## src/rtl/lfsr_rand_range.sv

```systemverilog
// Bounded pseudo-random value source: Fibonacci LFSR plus rejection sampling into 0..RANGE-1.
// Latency: req accepted at edge k, valid at edge k+1 (accepted candidate) up to edge k+MAX_TRY (fallback).
// Backpressure: none; req is only sampled in IDLE, is dropped while busy, and valid is a one-cycle pulse.
module lfsr_rand_range #(
  parameter int               WIDTH      = 7,
  parameter logic [WIDTH-1:0] TAPS       = 7'b1010100,
  parameter logic [WIDTH-1:0] SEED       = 7'b0000101,
  parameter int               OUT_W      = 2,
  parameter int               RANGE      = 3,
  parameter int               MAX_TRY    = 4,
  parameter logic [WIDTH-1:0] RESEED_PAT = 7'd8
) (
  input  logic             clk,
  input  logic             reset,
  input  logic             enable,
  input  logic             req,
  input  logic             seed_load,
  input  logic [WIDTH-1:0] seed_in,
  output logic [OUT_W-1:0] q,
  output logic             valid,
  output logic             busy,
  output logic             reseeded,
  output logic [WIDTH-1:0] lfsr_state
);

  localparam int TRY_W = $clog2(MAX_TRY + 1);
  localparam logic [TRY_W-1:0] LAST_TRY  = TRY_W'(MAX_TRY - 1);
  // One extra bit so RANGE == 2^OUT_W is representable in the compare.
  localparam logic [OUT_W:0]   RANGE_V   = (OUT_W + 1)'(RANGE);
  localparam logic [OUT_W-1:0] MSB_MASK  = OUT_W'(1) << (OUT_W - 1);

  typedef enum logic {IDLE, GEN} state_t;

  state_t           state, state_n;
  logic [TRY_W-1:0] tries, tries_n;
  logic [WIDTH-1:0] lfsr, lfsr_n;
  logic [OUT_W-1:0] q_n;
  logic             valid_n;
  logic             reseeded_n;
  logic             step_en;
  logic [OUT_W-1:0] cand;
  logic [WIDTH-1:0] step_val;
  logic             at_pat;

  // Candidate is always taken from the pre-step (and pre-load) LFSR contents.
  assign cand     = lfsr[OUT_W-1:0];
  assign at_pat   = (lfsr == RESEED_PAT);
  assign step_val = at_pat ? SEED : {lfsr[WIDTH-2:0], ^(lfsr & TAPS)};

  assign busy       = (state == GEN);
  assign lfsr_state = lfsr;

  // Next-state, candidate acceptance and LFSR update selection.
  always_comb begin
    state_n    = state;
    tries_n    = tries;
    q_n        = q;
    valid_n    = 1'b0;
    step_en    = 1'b0;
    lfsr_n     = lfsr;
    reseeded_n = 1'b0;

    case (state)
      IDLE: begin
        step_en = enable;
        if (req) begin
          state_n = GEN;
          tries_n = '0;
        end
      end
      GEN: begin
        step_en = 1'b1;
        if ({1'b0, cand} < RANGE_V) begin
          q_n     = cand;
          valid_n = 1'b1;
          state_n = IDLE;
        end else if (tries == LAST_TRY) begin
          // Clearing the MSB always lands inside the legal range since RANGE >= 2^(OUT_W-1).
          q_n     = cand & ~MSB_MASK;
          valid_n = 1'b1;
          state_n = IDLE;
        end else begin
          tries_n = tries + TRY_W'(1);
        end
      end
      default: state_n = IDLE;
    endcase

    // A seed load wins over stepping; a zero seed would lock the LFSR, so substitute SEED.
    if (seed_load) begin
      lfsr_n = (seed_in == '0) ? SEED : seed_in;
    end else if (step_en) begin
      lfsr_n     = step_val;
      reseeded_n = at_pat;
    end
  end

  // State, LFSR and registered outputs.
  always_ff @(posedge clk or negedge reset) begin
    if (!reset) begin
      state    <= IDLE;
      tries    <= '0;
      lfsr     <= SEED;
      q        <= '0;
      valid    <= 1'b0;
      reseeded <= 1'b0;
    end else begin
      state    <= state_n;
      tries    <= tries_n;
      lfsr     <= lfsr_n;
      q        <= q_n;
      valid    <= valid_n;
      reseeded <= reseeded_n;
    end
  end

endmodule

```

## config.mk

```make
export PLATFORM = sky130hd
export DESIGN_NAME = lfsr_rand_range
export DESIGN_NICKNAME = d
export VERILOG_FILES = /design/src/rtl/lfsr_rand_range.sv
export SDC_FILE = /design/constraint.sdc
export NUM_CORES = 1
export LEC_CHECK = 0
export ABC_AREA = 1
export CAP_MARGIN = 10
export CORE_MARGIN = 2
export CORE_UTILIZATION = 46
export CTS_BUF_LIST = sky130_fd_sc_hd__clkbuf_8
export DETAILED_ROUTE_END_ITERATION = 6
export PLACE_DENSITY = 0.77
export SETUP_SLACK_MARGIN = 0.15
export SLEW_MARGIN = 10
export SYNTH_ARGS = -nofsm -noshare
export SYNTH_HDL_FRONTEND = slang
export SYNTH_SLANG_ARGS = --single-unit
export TNS_END_PERCENT = 100
```

## constraint.sdc

```tcl
create_clock -name clk -period 2.1 [get_ports clk]
set_clock_uncertainty 0.2 [all_clocks]
set_input_delay 0.21 -clock clk [delete_from_list [all_inputs] [get_ports clk]]
set_output_delay 0.21 -clock clk [all_outputs]
set_load 0.02 [all_outputs]
```

Word-level counts from Yosys, hierarchy flattened

Cells that the tools add are included.

Register bits after elaboration: 15
Bits of input ports: 12
Output and inout port bits: 12
Word-level logic and storage cells: 40

$add $sub $neg: 1
$lt $le $gt $ge: 1
Eq/ne operators: 5
Muxes and demuxes: 20
Bitwise gates (word level): 1
Reduce and logical (&&, ||, !) cells: 6

Operators with widths:

| kind                  | number |
|---|---|
| $mux W7               | 4 |
| $mux W3               | 3 |
| $mux W1               | 8 |
| $eq A7 B4 Y1 const B  | 1 |
| $logic_not A7 Y1      | 1 |
| $reduce_xor A7 Y1     | 1 |
| $ne A2 B2 Y1 const B  | 3 |
| $pmux W3 S2           | 1 |
| $mux W2               | 2 |
| $pmux W1 S2           | 2 |
| $reduce_bool A2 Y1    | 2 |
| $add A3 B1 Y3 const B | 1 |
| $eq A3 B2 Y1 const B  | 1 |
| $reduce_and A3 Y1     | 1 |
| $lt A2 B2 Y1 const B  | 1 |
| $reduce_and A2 Y1     | 1 |
| $not A1 Y1            | 1 |

Depth between registers and ports, before layout

Depth in word-level cells: 4
Gate-level depth with buffers: 8
Gate-level depth less buffers: 8

Worst setup path after synthesis

Ideal clock, no wire load.

Kind: register to register
Start: register tries[0]
End: register tries[0]
Library setup time: 122 ps
Arrival: 1,198 ps
Required time: 1,778 ps
Setup slack: 581 ps
Stages on the path, launching flop included: 7
Buffers on the path: 0
Clock period less this slack: 1,519 ps
Path through: dfrtp_1 -> ha_1 -> ha_1 -> o21ai_2 -> o21ai_2 -> nand2_1 -> o21ai_1

Word-level cells in the longest chain between the ends: 4
Elaborated cells between the ends (all ways): 7
Those cells by class: add/sub (1); eq/ne (2); mux (3); reduce/logical (1)

RTL lines:

| element                  | RTL line | source |
|---|---|---|
| start: declaration       | 35       | `logic [TRY_W-1:0] tries, tries_n;` |
| start signal: assignment | 109      | `tries <= tries_n;` |
| $add A3 B1 Y3            | 83       | `tries_n = tries + TRY_W'(1);` |
| $mux W3                  | 77       | `end else if (tries == LAST_TRY) begin` |
| $mux W3                  | 73       | `if ({1'b0, cand} < RANGE_V) begin` |
| $pmux W3 S2              | 63       | `case (state)` |

Parallel ways exist; a longest one is shown, timed or not. The select of a mux whose other input is x is not followed.
A chain may end at the register's enable or synchronous reset.

Worst setup path in the final report

Start: register lfsr[0] (netlist: lfsr_state[0])
End: output port lfsr_state[0]

RTL lines:

| element                  | RTL line | source |
|---|---|---|
| start: declaration       | 36       | `logic [WIDTH-1:0] lfsr, lfsr_n;` |
| start signal: assignment | 110      | `lfsr <= lfsr_n;` |
| end: declaration         | 23       | `output logic [WIDTH-1:0] lfsr_state` |

No word-level cell between the ends.

==> results.md <==
- Num ports: 24
- Power per cell area: 1120 nW/um2
- Critical path depth: 1
- Total GRT Usage: 0.166
- # resized after CTS: 0
- Num CTS Buffers: 3
- Largest net degree at the start of global routing: 16
- Top cell type's share of synthesized area: 0.441
- Die Ht: 44.1 um
- Post-CTS Setup Bufs: 0
- Slowest stage delay, CP: 0.61 ns
- Drt pass-1 iters: 4
- Status: finished, final reports clean
- Syn_area_per_cell: 8.02 um2
- Fin crit share: 0.873
- CP endpoint: lfsr_state[0]
- Worst hold path class: input port to asynchronous set/reset pin
- Type of origin of the critical path: register
- Crit path max-delay family: buffers and inverters
- # rows: 14
- CTS tree: done
- Number of distinct library cells after synthesis: 19
- Register area share after synthesis: 0.512
- Placed cells: 131
- Final Setup Violations: 0
- R2r endpoint: tries[2]
- Placer Congestion: 0.856
- H-tree Lvls: 1
- Crit Path Max Fanout: 6
- Area growth, synth to finish: 40.0%
- Worst r2r src: tries[0]
- Worst vdd ir: 0.557 mV
- Rel. slew slack: 0.561
- DP HPWL: 1180 um
- Reg power frac: 0.395
- Worst Path Class, Setup: register to primary output
- Dpl ws: 0.470 ns
- Clock power frac: 0.192
- CTS Buffer Depth: 2
- DR vias: 674
- Cell Count, Final, Fillers Out: 135
- Internal power: 0.000727 W
- Crit. Startpoint: lfsr_state[0]
- Combinational share of power: 0.413
- Sw Pwr: 0.000431 W
- Clk pin slew, worst setup/hold paths: 0.06 ns
- Critical path's slowest cell: clkdlybuf4s50_1
- Synth top area cells: dfrtp_1, nand2_1, dfstp_2
- Critical Path RT: 1.69 ns
- Total Die Area: 1940 um2
- Fin nets: 134
- Total wire length: 1480 um
- Post-Syn Nets: 106
- Grt ovf: 0
- CTS root buf: clkbuf_8
- Main synth FF type: dfrtp_1
- ANT cells: 0
- Die W: 44.1 um
- Share of cells above drive strength 1: 0.101
- CTS sink count: 15
- Yosys warns: 0
- Critical Path, Cell by Cell: clkdlybuf4s50_1
- Dominant cell type by area after synthesis: dfrtp_1
- Hold buffer count at CTS: 0
- Wire length of the first global-routing pass: 2380 um
- Register-to-Register Path Depth: 6
- RSZ-0062 raised after global routing: no
- Vias per inst: 4.99
- Initial antenna violation count: 0
- Synth async-reset ratio: 1.00
- #FFs+latches synth: 15
- P_leak: 0.500 nW
- Power consumption: 0.00116 W
- DRT antenna net count: 0
- Max-slew violation count: 0
- Max Cap Viol: 0
- Clock period minus worst slack: 1.83 ns
- Synthesized netlist cell count: 92
- TNS Setup: 0 ns
- DR DRC count: 0
- Core Area: 1510 um2
- Later-pin clock latency in the skew report: 0.24 ns
- # port buffers: 23
- Layout Utilization: 0.686
- Worst-Margin Slew: 0.656 ns
- Final hold vios: 0
- Switching Share: 0.372
- Post-synth EDFFs: 0
- Final WS setup: 0.266 ns
- Post-Syn Area: 738 um2
- Worst path bufs/invs: 1
- Crit path DAT: 1.42 ns
- Worst R2R Setup Slack: 0.47 ns
- Wirelength per Cell: 11.0 um
- Drt initial violations: 18
- Critical Path End Type: primary output
- Fmax achieved: 0.545 GHz
- Vias in the first global route: 564
- Initial Util: 0.490
[cell usage after synthesis (2+ instances only)]
| cell type | count |
|---|---|
| o21ai_1 | 2 |
| nand3_1 | 4 |
| dfrtp_1 | 13 |
| o21ai_0 | 4 |
| o221ai_1 | 2 |
| nand2_1 | 29 |
| inv_2 | 3 |
| dfstp_2 | 2 |
| o21ai_2 | 2 |
| inv_1 | 10 |
| nor2_1 | 11 |
| ha_1 | 2 |
| nand2_2 | 2 |
[how the worst min path moves through the flow]
stage | slack [ns] | start | cells past startpoint | to
2_1_floorplan | -0.29 | reset | 0 | busy
3_5_place_dp | 0.27 | q[1] | 2 | q[1]
3_3_place_gp | 0.26 | tries[1] | 2 | tries[1]
5_1_grt | 0.22 | reset | 1 | reseeded
4_1_cts | 0.19 | reset | 1 | lfsr_state[6]
6_report | 0.17 | reset | 1 | lfsr_state[6]
[routing by layer]
metal	track usage	part of all wire	vias to the layer above
met4	0.0727	0.018	0
met5	0	0	-
met2	0.232	0.43	20
met1	0.255	0.50	300
met3	0.0245	0.052	4
li1	-	-	350
[registers in the layout (all words and copies together) (netlist names)]
register	flops
tries	3
reseeded	1
valid	1
lfsr_state	7
busy	1
q	2
[placed cells by master (no fill, tap or decap)]
cell type,synthesis,routed
nand2_1,29,29
clkdlybuf4s50_1,0,23
dfrtp_1,13,13
inv_1,10,11
nor2_1,11,11
o21ai_0,4,4
nand3_1,4,4
inv_2,3,3
clkbuf_8,0,3
o21ai_2,2,2
nand2_2,2,2
o221ai_1,2,2
o21ai_1,2,2
ha_1,2,2
dfstp_2,2,2
nor3_1,1,1
o211ai_1,1,1
o22ai_1,1,1
or2_0,1,1
nand4_1,1,1
o31ai_1,1,1
[power groups by stage]
stage	Clock, W	Sequential, W	Combinational (W)
final	0.000222	0.000457	0.000478
after global routing	0.000240	0.000472	0.000527
after CTS	0.000228	0.000458	0.000484
after detailed placement	0	0.000463	0.000481
after global placement	0	0.000461	0.000472
after floorplan	0	0.000541	0.000182
[layout make-up]
type	instances	area [um2]
inverter	13	48.8
clock buffer	3	41.3
tap	16	20.0
multi-input combinational	64	312
sequential	15	378
timing repair buffer	23	230
clock inverter	1	3.75
fill	142	473
[logic make-up (layout without fill, tap and decap cells)]
| family | count (synthesis) | count (layout) | synth area share |
|---|---|---|---|
| and+or+nand+nor | 49 | 49 | 0.271 |
| DFF | 15 | 15 | 0.512 |
| AOI/OAI and AO/OA | 13 | 13 | 0.117 |
| buffers and inverters | 13 | 40 | 0.0661 |
| adders and majority gates | 2 | 2 | 0.0339 |
[metrics by stage]
step | hold WS (ns) | instance area [um2]
detailed placement | 0.269 | 988
finish | 0.169 | 1030
floorplan | -0.286 | 738
CTS | 0.194 | 1030
global placement | 0.262 | 988
global route | 0.223 | 1030
(Power assumes the default switching activity.)
